===== src/rtl/adsr_pkg.sv =====
// Shared definitions for the polyphonic ADSR envelope generator.
package adsr_pkg;

    typedef enum logic [2:0] {
        ST_IDLE = 3'd0,
        ST_A    = 3'd1,
        ST_H    = 3'd2,
        ST_D    = 3'd3,
        ST_S    = 3'd4,
        ST_R    = 3'd5
    } adsr_state_e;

endpackage


===== src/rtl/adsr_channel.sv =====
// One ADSR envelope channel: level-gated FSM with saturating WIDTH+1-bit steps.
// Optional hold stage after attack is enabled by defining ADSR_HOLD_EN.
module adsr_channel
    import adsr_pkg::*;
#(
    parameter int WIDTH  = 8,
    parameter int HOLD_W = 8
) (
    input  logic              clk,
    input  logic              rst_n,
    input  logic              ce,
    input  logic              trig,
    input  logic [WIDTH-1:0]  ai,
    input  logic [WIDTH-1:0]  di,
    input  logic [WIDTH-1:0]  s,
    input  logic [WIDTH-1:0]  ri,
`ifdef ADSR_HOLD_EN
    input  logic [HOLD_W-1:0] hold,
`endif
    output logic [WIDTH-1:0]  env,
    output logic              active
);

    localparam logic [WIDTH-1:0] MAX = '1;

    adsr_state_e      state, state_n;
    logic [WIDTH-1:0] env_n;
    logic [WIDTH:0]   add_a, sub_d, sub_r;
`ifdef ADSR_HOLD_EN
    logic [HOLD_W-1:0] cnt, cnt_n;
`endif

    // The extra top bit of each result is the carry/borrow flag.
    assign add_a = {1'b0, env} + {1'b0, ai};
    assign sub_d = {1'b0, env} - {1'b0, di};
    assign sub_r = {1'b0, env} - {1'b0, ri};

    always_comb begin
        state_n = state;
        env_n   = env;
`ifdef ADSR_HOLD_EN
        cnt_n   = cnt;
`endif
        case (state)
            ST_IDLE: if (trig) state_n = ST_A;
            ST_A: begin
                if (!trig) begin
                    state_n = ST_R;
                end else if (add_a[WIDTH] || add_a[WIDTH-1:0] == MAX || ai == '0) begin
                    env_n = MAX;
`ifdef ADSR_HOLD_EN
                    if (hold != '0) begin
                        state_n = ST_H;
                        cnt_n   = hold;
                    end else begin
                        state_n = ST_D;
                    end
`else
                    state_n = ST_D;
`endif
                end else begin
                    env_n = add_a[WIDTH-1:0];
                end
            end
`ifdef ADSR_HOLD_EN
            ST_H: begin
                if (!trig) begin
                    state_n = ST_R;
                    cnt_n   = '0;
                end else if (cnt <= HOLD_W'(1)) begin
                    state_n = ST_D;
                    cnt_n   = '0;
                end else begin
                    cnt_n = cnt - HOLD_W'(1);
                end
            end
`endif
            ST_D: begin
                if (!trig) begin
                    state_n = ST_R;
                end else if (sub_d[WIDTH] || sub_d[WIDTH-1:0] < s || di == '0) begin
                    env_n   = s;
                    state_n = ST_S;
                end else begin
                    env_n = sub_d[WIDTH-1:0];
                end
            end
            ST_S: begin
                if (!trig) state_n = ST_R;
                else       env_n   = s;
            end
            ST_R: begin
                if (trig) begin
                    state_n = ST_A;
                end else if (sub_r[WIDTH] || sub_r[WIDTH-1:0] == '0 || ri == '0) begin
                    env_n   = '0;
                    state_n = ST_IDLE;
                end else begin
                    env_n = sub_r[WIDTH-1:0];
                end
            end
            default: begin
                state_n = ST_IDLE;
                env_n   = '0;
            end
        endcase
    end

    always_ff @(posedge clk or negedge rst_n) begin
        if (!rst_n) begin
            state  <= ST_IDLE;
            env    <= '0;
            active <= 1'b0;
`ifdef ADSR_HOLD_EN
            cnt    <= '0;
`endif
        end else if (ce) begin
            state  <= state_n;
            env    <= env_n;
            active <= (state_n != ST_IDLE);
`ifdef ADSR_HOLD_EN
            cnt    <= cnt_n;
`endif
        end
    end

endmodule


===== src/rtl/adsr_poly.sv =====
// NCH independent ADSR envelope channels sharing rate/sustain inputs.
// Define ADSR_HOLD_EN to add the hold port and hold stage.
module adsr_poly
    import adsr_pkg::*;
#(
    parameter int WIDTH  = 8,
    parameter int NCH    = 4,
    parameter int HOLD_W = 8
) (
    input  logic                 clk,
    input  logic                 rst_n,
    input  logic                 ce,
    input  logic [NCH-1:0]       trig,
    input  logic [WIDTH-1:0]     ai,
    input  logic [WIDTH-1:0]     di,
    input  logic [WIDTH-1:0]     s,
    input  logic [WIDTH-1:0]     ri,
`ifdef ADSR_HOLD_EN
    input  logic [HOLD_W-1:0]    hold,
`endif
    output logic [NCH*WIDTH-1:0] envelope,
    output logic [NCH-1:0]       active
);

    for (genvar n = 0; n < NCH; n++) begin : g_ch
        adsr_channel #(
            .WIDTH (WIDTH),
            .HOLD_W(HOLD_W)
        ) u_ch (
            .clk   (clk),
            .rst_n (rst_n),
            .ce    (ce),
            .trig  (trig[n]),
            .ai    (ai),
            .di    (di),
            .s     (s),
            .ri    (ri),
`ifdef ADSR_HOLD_EN
            .hold  (hold),
`endif
            .env   (envelope[n*WIDTH +: WIDTH]),
            .active(active[n])
        );
    end

endmodule


===== config.mk =====
export PLATFORM = sky130hd
export DESIGN_NAME = adsr_poly
export DESIGN_NICKNAME = d
export VERILOG_FILES = /design/src/rtl/adsr_pkg.sv /design/src/rtl/adsr_channel.sv /design/src/rtl/adsr_poly.sv
export SDC_FILE = /design/constraint.sdc
export NUM_CORES = 1
export LEC_CHECK = 0
export BUFFER_PORTS_ARGS = -buffer_cell sky130_fd_sc_hd__buf_2
export CORE_AREA = 2 2 137 139
export CTS_BUF_LIST = sky130_fd_sc_hd__clkbuf_8
export CTS_CLUSTER_DIAMETER = 100
export DETAILED_ROUTE_END_ITERATION = 12
export DIE_AREA = 0 0 139 141
export GPL_ROUTABILITY_DRIVEN = 0
export MAX_ROUTING_LAYER = met4
export PLACE_DENSITY = 0.73
export SYNTH_ARGS = -nofsm -noshare
export SYNTH_HDL_FRONTEND = slang
export SYNTH_SLANG_ARGS = --single-unit

===== constraint.sdc =====
create_clock -name clk -period 4.9 [get_ports clk]
set_input_delay 0.245 -clock clk [delete_from_list [all_inputs] [get_ports clk]]
set_output_delay 0.245 -clock clk [all_outputs]
set_load 0.05 [all_outputs]

# == Word level (Yosys, flattened, before mapping) ==
# Cells that the tools add are included.
# op_classes
addsub,12
order_cmp,4
n_eq_ne,36
n_mux,68
n_bitwise,4
reduce_logical,43
# op_table
operator,count
two-way mux 8 bit,28
one-hot mux 8 bit (5 select lines),4
two-way mux 3 bit,32
subtractor 8 x 8 -> 9 bit,8
one-hot mux 3 bit (5 select lines),4
logical NOT 8 bit,7
adder 8 x 8 -> 9 bit,4
"equality test 8 bit, second input constant",4
less-than comparator 8 bit,4
"!= test 2 bit, second input constant",16
"equality test 3 bit, second input constant",8
logical OR 1 bit,24
AND reduction 6 bit,4
"equality test 3 x 1 -> 1 bit, second input constant",4
"equality test 3 x 2 -> 1 bit, second input constant",4
logical NOT 3 bit,4
nonzero test 3 bit,4
inverter 1 bit,4
# word_totals
reg_bits,48
out_inout_bits,36

# == Logic depth before layout (Yosys ltp) ==
# Gate-level depths: netlist of the first run.
# logic_depth
depth_word,8
depth_mapped,18
mapped_depth_nobuf,17

# == Cells and area by module ==
# Synthesis of the first run repeated with hierarchy kept, for this count alone.
# hier_totals
hier_cells,1183
area_unflattened_um2,9223.8
# modules_own_cells
mod,instances,cells_per_inst,area_per_inst_um2
adsr_channel (g_ch[2].u_ch),1,294,2354.8
adsr_channel (g_ch[0].u_ch),1,300,2308.5
adsr_channel (g_ch[3].u_ch),1,292,2288.4
adsr_channel (g_ch[1].u_ch),1,297,2272.2

# == Worst setup path after synthesis of the first run ==
# OpenSTA, ideal clock, no wires.
# synth_timing
kind,register to register
from,register g_ch[2].u_ch.env[1]
to,register g_ch[2].u_ch.env[1]
arrival_ns,3.873
required_ns,4.774
slack_ns,0.901
stages_incl_launch_ff,17
path_buffers,1
period_less_slack_ns,3.999
cell_sequence,dfrtp_1 ha_1 nor2b_1 o31a_1 o31a_1 o21a_1 nor2_1 xnor2_1 ha_1 nand4_1 o31a_1 a211o_1 buf_6 a21o_4 a221oi_2 a21oi_1 a221o_1
# synth_via
elab_chain_len,7
elab_cells_between_ends,19
cone_classes,add/sub: 3; order compare: 1; eq/ne: 1; mux: 7; reduce/logical: 7
# synth_rtl
item,line_no,text
from (decl),adsr_channel.sv:20,"output logic [WIDTH-1:0] env,"
from (signal assigned),adsr_channel.sv:119,env <= env_n;
subtractor 8 x 8 -> 9 bit (tied with other cells),adsr_channel.sv:35,"assign sub_d = {1'b0, env} - {1'b0, di};"
less-than comparator 8 bit (tied with other cells),adsr_channel.sv:81,end else if (sub_d[WIDTH] || sub_d[WIDTH-1:0] < s || di == '0) begin
logical OR 1 bit (on tied branches) (2 in a row),"adsr_channel.sv:81, adsr_channel.sv:95, adsr_channel.sv:49",
two-way mux 8 bit (on tied branches),"adsr_channel.sv:81, adsr_channel.sv:95, adsr_channel.sv:49",
two-way mux 8 bit (on tied branches),"adsr_channel.sv:79, adsr_channel.sv:93, adsr_channel.sv:47",
one-hot mux 8 bit (5 select lines) (*),adsr_channel.sv:44,case (state)
# Mark *: on every way between the ends. The rest lies on a longest branch, timed or not. The select of a mux whose other input is x is not followed.
# A chain may end at the register's enable or synchronous reset.

# == Final worst setup path of the first run ==
# layout_timing
from,register g_ch[3].u_ch.env[1]
to,register g_ch[3].u_ch.env[6]
# layout_via
elab_chain_len,7
elab_cells_between_ends,19
cone_classes,add/sub: 3; order compare: 1; eq/ne: 1; mux: 7; reduce/logical: 7
# layout_rtl
item,line_no
from (decl),adsr_channel.sv:20
from (signal assigned),adsr_channel.sv:119
subtractor 8 x 8 -> 9 bit (tied with other cells),adsr_channel.sv:35
less-than comparator 8 bit (tied with other cells),adsr_channel.sv:81
logical OR 1 bit (on tied branches) (2 in a row),"adsr_channel.sv:81, adsr_channel.sv:95, adsr_channel.sv:49"
two-way mux 8 bit (on tied branches),"adsr_channel.sv:81, adsr_channel.sv:95, adsr_channel.sv:49"
two-way mux 8 bit (on tied branches),"adsr_channel.sv:79, adsr_channel.sv:93, adsr_channel.sv:47"
one-hot mux 8 bit (5 select lines) (*),adsr_channel.sv:44
# Marked as above.

==> metrics.md, run 1 <==
| Metric | Value |
|---|---|
| Synth cell types | `83` |
| CTS resizes | `0` |
| Nets | `around 1,200` |
| Diodes inserted | `0` |
| Syn nets | `between 1,000 and 1,500` |
| Outcome | `complete, no violations` |
| Worst reg2reg startpoint | `g_ch[3].u_ch.env[1]` |
| Setup Fix Bufs, Post-CTS | `0` |
| Die height | `141 microns` |
| Slew Limit Headroom | `between 30% and 40%` |
| Internal Power | `2.27 mW` |
| Total wire length | `27,100 microns` |
| Synth Warn # | `0` |
| Setup crit end kind | `register` |
| Critical Path Start | `g_ch[3].u_ch.env[1]` |
| Register area | `roughly 1200 sq um` |
| Power per cell area | `601 nW/um^2` |
| Antenna Violating Nets Remaining | `0` |
| Slowest-stage cell, CP | `dfrtp_1` |
| TritonCTS clock tree | `yes` |
| Placed Cells incl. Taps | `1,301` |
| Final Non-Filler Cells | `about 1,300` |
| Post-synth EDFFs | `0` |
| Grt ovf | `0` |
| Sequential share of power | `between 10% and 20%` |
| Mean area per synthesized cell | `slightly below 8 sq um` |
| Ys async rst share | `between 90% and 100%` |
| Fillers | `1,848` |
| Clock Skews | `around 0.0078 ns` |
| Core region area | `between 15,000 and 20,000 sq um` |
| Crit Path Category | `reg -> reg` |
| Cell Area, Synth | `7980 sq um` |
| Design area | `8630 sq um` |
| Top FF cell, synth | `dfrtp_1` |
| Std-Cell Rows | `50` |
| Final max-slew violation count | `0` |
| WP buf/inv | `1` |
| Commonest non-fill, non-tap cell in the layout | `ha_1` |
| Combinational Power Share | `78.5%` |
| Tcrit/Tclk final | `84.0%` |
| Hold Slack | `around 0.028 ns` |
| Final core utilization | `47.2%` |
| Largest net degree at the start of global routing | `49` |
| Layout area overhead | `8.07%` |
| Die W | `between 100 and 150 microns` |
| WP data arrival | `4.35 ns` |
| Setup TNS | `0 ns` |
| Clock slew at reported path FFs | `0.10 ns` |
| Most frequent cells in the layout | `ha_1 (124), nor2_1 (99), a21oi_1 (79)` |
| Layout cell share with drive strength beyond 1 | `10.1%` |
| CP Cell Sequence | `inv_1 -> fa_1 -> nand2b_1 -> a21oi_1 -> o21a_1 -> nor2_1 -> xnor2_1 -> ha_1 -> nand2_1 -> nor4_1 -> a21oi_1 -> nor3_1 -> o22ai_2 -> a222oi_1 -> a21oi_1 -> a21o_1` |
| Pleak | `between 3 and 4 nW` |
| TritonCTS Buffers | `5` |
| Final hold vios | `0` |
| Post-synthesis instance total | `1,016` |
| I/O Buffers | `74` |
| Die area | `between 15,000 and 20,000 sq um` |
| Placed cell area | `roughly 8500 sq um` |
| Clock root buffer | `clkbuf_8` |
| Reg2reg end | `g_ch[3].u_ch.env[6]` |
| Final min period | `4.11 ns` |
| CTS Buffer Depth | `2` |
| Clock share of power | `5.5%` |
| Post-synthesis sequential area ratio | `15.0%` |
| Vias in the first global route | `just under 8,000` |
| Initial antenna violation count | `0` |
| RSZ-0062 raised after global routing | `no` |
| Post-route DRC | `0` |
| Switching Share | `56.3%` |
| Most common cell on crit path | `a21oi_1` |
| Switch Pwr | `2.92 mW` |
| First-pass GRT wire length | `42,200 microns` |
| Critical Path Max Stage Delay | `0.50 ns` |
| # clock sinks | `48` |
| Iter 0 DRT Violations | `848` |
| Critical Path Start Type | `register` |
| CTS Hold Bufs | `0` |
| Worst hold path type | `in -> async` |
| Ports | `between 70 and 80` |
| Clk Latency, worst-skew pair | `~0.33 ns` |
| GRT Resource Usage Total | `28.1%` |
| Synth Register Bits | `48` |
| FMAX | `243 MHz` |
| Via Count | `8,395` |
| Worst Reg-to-Reg Cells | `16` |
| Worst vdd ir | `265 uV` |
| CTS H-tree lvls | `2` |
| Drt first pass iters | `8` |
| Setup violators final | `0` |
| Crit path required time | `5.13 ns` |
| Flop2flop setup slack | `0.79 ns` |
| Slew @ Worst Pin | `between 0.9 and 1 ns` |
| Area of the multi-input gates | `6410 sq um` |
| Initial Util | `43.7%` |
| Post-DR vias/cell | `6.42` |
| Maxcap violations | `0` |
| Worst Path Max Fanout | `10` |
| WL/cell | `20.7 microns` |
| HPWL after DPL | `21,200 microns` |
| Top Family by Delay on Critical Path | `compound AO/OA/AOI/OAI gates` |
[worst register-to-register path: stages (launching register included)]
cell and delay (ns):
dfrtp_1 0.50, inv_1 0.20, fa_1 0.47, nand2b_1 0.19, a21oi_1 0.26, o21a_1 0.15
nor2_1 0.05, xnor2_1 0.16, ha_1 0.29, nand2_1 0.06, nor4_1 0.27, a21oi_1 0.12
nor3_1 0.39, o22ai_2 0.24, a222oi_1 0.40, a21oi_1 0.11, a21o_1 0.15
[how the worst max path moves through the flow]
| stage | cells past startpoint | slack, ns | to |
|---|---|---|---|
| after detailed placement | 17 | 0.78 | g_ch[2].u_ch.env[0] |
| after global routing | 16 | 0.41 | g_ch[3].u_ch.env[6] |
| after global placement | 17 | 0.87 | g_ch[2].u_ch.env[1] |
| after floorplan | 16 | 0.90 | g_ch[2].u_ch.env[1] |
| final | 16 | 0.79 | g_ch[3].u_ch.env[6] |
| after CTS | 16 | 0.85 | g_ch[3].u_ch.env[6] |
[registers in the layout (all words and copies together) (netlist names)]
signal            cells
g_ch.u_ch.env        32
g_ch.u_ch.active      4
g_ch.u_ch.state      12
[kinds of logic (layout without fill, tap and decap cells)]
kind of cell	count (synthesis)	in the layout	share of synthesized area, %
xor gates and xnor gates	48	48	5.27
AOI/OAI and AO/OA	362	362	31.4
buffers and inverters	88	146	4.59
adders and majority gates	136	136	22.4
DFF	48	48	15.0
and+or+nand+nor	323	323	19.8
muxes	11	11	1.47
[routing by layer]
| metal | track usage (%) | wire length [microns] | vias to the layer above |
|---|---|---|---|
| met5 | - | 0 | - |
| met4 | 12.4 | 1270 | 0 |
| met3 | 4.99 | 2430 | 79 |
| met2 | 42.6 | 11700 | 388 |
| met1 | 36.9 | 11700 | 3967 |
| li1 | - | - | 3961 |
[power groups by stage]
stage | Sequential (mW) | Clock, mW | Combinational [mW]
CTS | 0.818 | 0.286 | 4.01
floorplan | 1.04 | 0 | 2.88
global route | 0.853 | 0.300 | 4.49
finish | 0.832 | 0.284 | 4.07
global placement | 0.823 | 0 | 3.91
detailed placement | 0.826 | 0 | 3.99
[cell type report]
| cell class | count | share of cell area, % |
|---|---|---|
| Clock buffer | 7 | 1.12 |
| Inverter | 63 | 2.74 |
| Multi-Input combinational cell | 880 | 74.4 |
| Sequential cell | 48 | 13.9 |
| Tap cell | 234 | 3.39 |
| Timing Repair Buffer | 76 | 4.47 |
[stage by stage]
| stage | setup WS (ns) | total power, mW |
|---|---|---|
| after global placement | 0.871 | 4.73 |
| after floorplan | 0.901 | 3.92 |
| final | 0.785 | 5.19 |
| after detailed placement | 0.778 | 4.81 |
| after CTS | 0.854 | 5.12 |
| after global routing | 0.408 | 5.64 |
[synth_stat cells (11+ instances only)]
master / instances / area, sq um
o21ai_0: 76 / 380
ha_1: 124 / 1550
a211oi_1: 14 / 105
a221oi_1: 12 / 105
xor2_1: 16 / 140
a21oi_1: 79 / 395
inv_1: 63 / 236
nand2b_1: 15 / 93.8
nor4_1: 11 / 68.8
a21o_1: 12 / 90.1
nand3_1: 22 / 110
dfrtp_1: 48 / 1200
fa_1: 12 / 240
xnor2_1: 32 / 280
nor2b_1: 26 / 163
nand2_1: 75 / 282
a22oi_1: 14 / 105
clkbuf_1: 14 / 52.6
nor2_1: 99 / 372
nor3_1: 22 / 110
o21a_1: 35 / 263
No activity file was read; power rests on OpenSTA's default activity.
==> run 2, diff against run 1 <==
Clock period 4.9 ns to 3.85 ns, I/O delays scaled along.
==> run 2 against run 1 <==
  * Die area unchanged
  * Count of clock-buffer cells in the layout down 2
  * Register-to-register slack worse by 0.62 ns
  * Global-route usage up 0.80 points
  * Via count up 2.2%
  * Clock power up 43%
  * Non-clock buffer count up 32
  * Largest power group unchanged
==> metrics.md, run 2 (synthesis gave the netlist of run 1 again) <==
| Metric | Value |
|---|---|
| Max reg flops | `32 (unchanged)` |
| Tcrit/Tclk final | `95.8% (was 84.0%)` |
| Drt first pass iters | `5 (was 8)` |
| Post-DR vias/cell | `6.40 (was 6.42)` |
| Setup violators final | `0 (unchanged)` |
| First-pass GRT wire length | `43,200 microns (was 42,200 microns)` |
| Final max-slew violation count | `0 (unchanged)` |
| Worst Path Max Fanout | `6 (was 10)` |
| Total wire length | `28,300 microns (was 27,100 microns)` |
| Flop2flop setup slack | `0.16 ns (was 0.79 ns)` |
| Initial Util | `43.7% (unchanged)` |
| WL/cell | `21.1 microns (was 20.7 microns)` |
| Final min period | `3.69 ns (was 4.11 ns)` |
| GR Util met2 | `44.4% (was 42.6%)` |
| Maxcap violations | `0 (unchanged)` |
| FMAX | `271 MHz (was 243 MHz)` |
| Die W | `139 microns (unchanged)` |
| Worst vdd ir | `293 uV (was 265 uV)` |
| Antenna Violating Nets Remaining | `0 (unchanged)` |
| Clock slew at reported path FFs | `0.10 ns (about the same)` |
| Setup crit end kind | `register (unchanged)` |
| Grt ovf | `0 (unchanged)` |
| Commonest non-fill, non-tap cell in the layout | `ha_1 (unchanged)` |
| Core region area | `18,300 sq um (unchanged)` |
| Fillers | `1,800 (was 1,848)` |
| Global route hottest layer | `met2 (unchanged)` |
| TritonCTS clock tree | `yes (unchanged)` |
| CTS Buffer Depth | `2 (unchanged)` |
| Crit path required time | `4.09 ns (was 5.13 ns)` |
| Slew @ Worst Pin | `0.896 ns (was 0.972 ns)` |
| # clock sinks | `48 (unchanged)` |
| Global Route met3 Usage | `3.57% (was 4.99%)` |
| Outcome | `complete, no violations (unchanged)` |
| Post-route DRC | `0 (unchanged)` |
| Met1 usage | `39.7% (was 36.9%)` |
| Total Power | `6.95 mW (was 5.19 mW)` |
| Clock Skews | `0.00631 ns (was 0.00779 ns)` |
| Top flop regs | `g_ch.u_ch.env: 32 flops, g_ch.u_ch.state: 12 flops, g_ch.u_ch.active: 4 flops (unchanged)` |
| Final hold vios | `0 (unchanged)` |
| I/O Buffers | `74 (unchanged)` |
| WP buf/inv | `2 (was 1)` |
| WP data arrival | `3.93 ns (was 4.35 ns)` |
| Worst hold path type | `in -> reg (was in -> async)` |
| Initial antenna violation count | `0 (unchanged)` |
| Via Count | `8,582 (was 8,395)` |
| Die height | `141 microns (unchanged)` |
| CP Cell Sequence | `buf_4 -> inv_1 -> fa_2 -> nor2b_2 -> o31a_1 -> o22ai_1 -> xnor2_1 -> ha_1 -> nand4_1 -> o31a_1 -> a211o_1 -> a21o_4 -> a221oi_2 -> a21oi_1 -> a221o_1 (was inv_1 -> fa_1 -> nand2b_1 -> a21oi_1 -> o21a_1 -> nor2_1 -> xnor2_1 -> ha_1 -> nand2_1 -> nor4_1 -> a21oi_1 -> nor3_1 -> o22ai_2 -> a222oi_1 -> a21oi_1 -> a21o_1)` |
| Critical Path Max Stage Delay | `0.44 ns (was 0.50 ns)` |
| GRT Resource Usage Total | `28.9% (was 28.1%)` |
| Top Family by Delay on Critical Path | `compound AO/OA/AOI/OAI gates (unchanged)` |
| Setup TNS | `0 ns (unchanged)` |
| Largest net degree at the start of global routing | `28 (was 49)` |
| Nets | `1,281 (was 1,249)` |
| Register bank with the most flops | `g_ch.u_ch.env (unchanged)` |
| Clk Latency, worst-skew pair | `0.35 ns (was 0.33 ns)` |
| Most common cell on crit path | `o31a_1 (was a21oi_1)` |
| Layout cell share with drive strength beyond 1 | `13.8% (was 10.1%)` |
| Power per cell area | `775 nW/um^2 (was 601 nW/um^2)` |
| Slew Limit Headroom | `40.3% (was 34.9%)` |
| Std-Cell Rows | `50 (unchanged)` |
| Ports | `75 (unchanged)` |
| CTS H-tree lvls | `2 (unchanged)` |
| RSZ-0062 raised after global routing | `yes (was no)` |
| Die area | `19,600 sq um (unchanged)` |
| TritonCTS Buffers | `5 (unchanged)` |
| Crit Path Category | `reg -> reg (unchanged)` |
| Slowest-stage cell, CP | `dfrtp_2 (was dfrtp_1)` |
| Pleak | `4.04 nW (was 3.87 nW)` |
| Most frequent cells in the layout | `ha_1 (121), nor2_1 (99), a21oi_1 (78) (was ha_1 (124), nor2_1 (99), a21oi_1 (79))` |
| Clock root buffer | `clkbuf_8 (unchanged)` |
| Vias in the first global route | `7,845 (was 7,923)` |
| Layout area overhead | `12.2% (was 8.07%)` |
| Diodes inserted | `0 (unchanged)` |
| HPWL after DPL | `21,800 microns (was 21,200 microns)` |
| Critical Path Start Type | `register (unchanged)` |
| Iter 0 DRT Violations | `1,037 (was 848)` |
[run 2: cell types whose count changed in the layout (fill, tap and decap cells not counted), moves of 2 or more]
cell      previous run  this run
clkbuf_8             7         5
ha_1               124       121
dfrtp_1             48        44
ha_4                 0         3
buf_4                2        33
dfrtp_2              0         4
nor2b_1             26        24
[run 2: through the flow]
stage | worst slack, ns | instance area (sq um) | hold slack [ns] | utilization [%] | std cells
after global placement | 0.156 | 8710 | 0.213 | 47.7 | 1324
after CTS | 0.0796 | 8830 | 0.152 | 48.3 | 1333
after detailed placement | 0.106 | 8710 | 0.212 | 47.7 | 1324
after global routing | -0.0583 | 8960 | 0.186 | 49.0 | 1341
final | 0.162 | 8960 | 0.163 | 49.0 | 1341
after floorplan | 0.0126 | 7990 | -0.103 | - | 1016
[run 2: worst paths after layout]
kind	start	end	cells after the start
max	g_ch[2].u_ch.env[1]	g_ch[2].u_ch.env[1]	15
min	trig[2]	g_ch[2].u_ch.state[2]	2
max reg2reg	g_ch[2].u_ch.env[1]	g_ch[2].u_ch.env[1]	15
min reg2reg	g_ch[0].u_ch.active	g_ch[0].u_ch.active	1
max in group asynchronous	rst_n	g_ch[2].u_ch.env[2]	3
min in group asynchronous	rst_n	g_ch[1].u_ch.env[6]	2
[run 2: per-layer routing]
metal / wire length [microns] / share of wire, %
met1: 11900 / 42
met2: 12500 / 44
met3: 2890 / 10
met4: 946 / 3.3
met5: 0 / 0
[run 2: area by class of cell]
class	instances	area (sq um)	share of cell area [%]
Clock buffer	5	68.8	0.768
Inverter	63	236	2.64
Multi-Input combinational cell	880	6490	72.4
Tap cell	234	293	3.27
Timing Repair Buffer	108	628	7.01
Clock inverter	3	38.8	0.433
Sequential cell	48	1210	13.5
[run 2: power by group]
part           switching [mW]  leakage (nW)  internal, mW
Clock                   0.214        0.0593         0.191
Sequential              0.292         0.607         0.694
Combinational            3.34          3.37          2.22
Total                    3.84          4.04          3.10
[run 2: repair_timing]
item,4_1_cts,5_1_grt
hold endpoints to repair,21,0
resized for setup,0,15
hold buffers,1,0
setup buffers,0,8
setup endpoints to repair,0,26
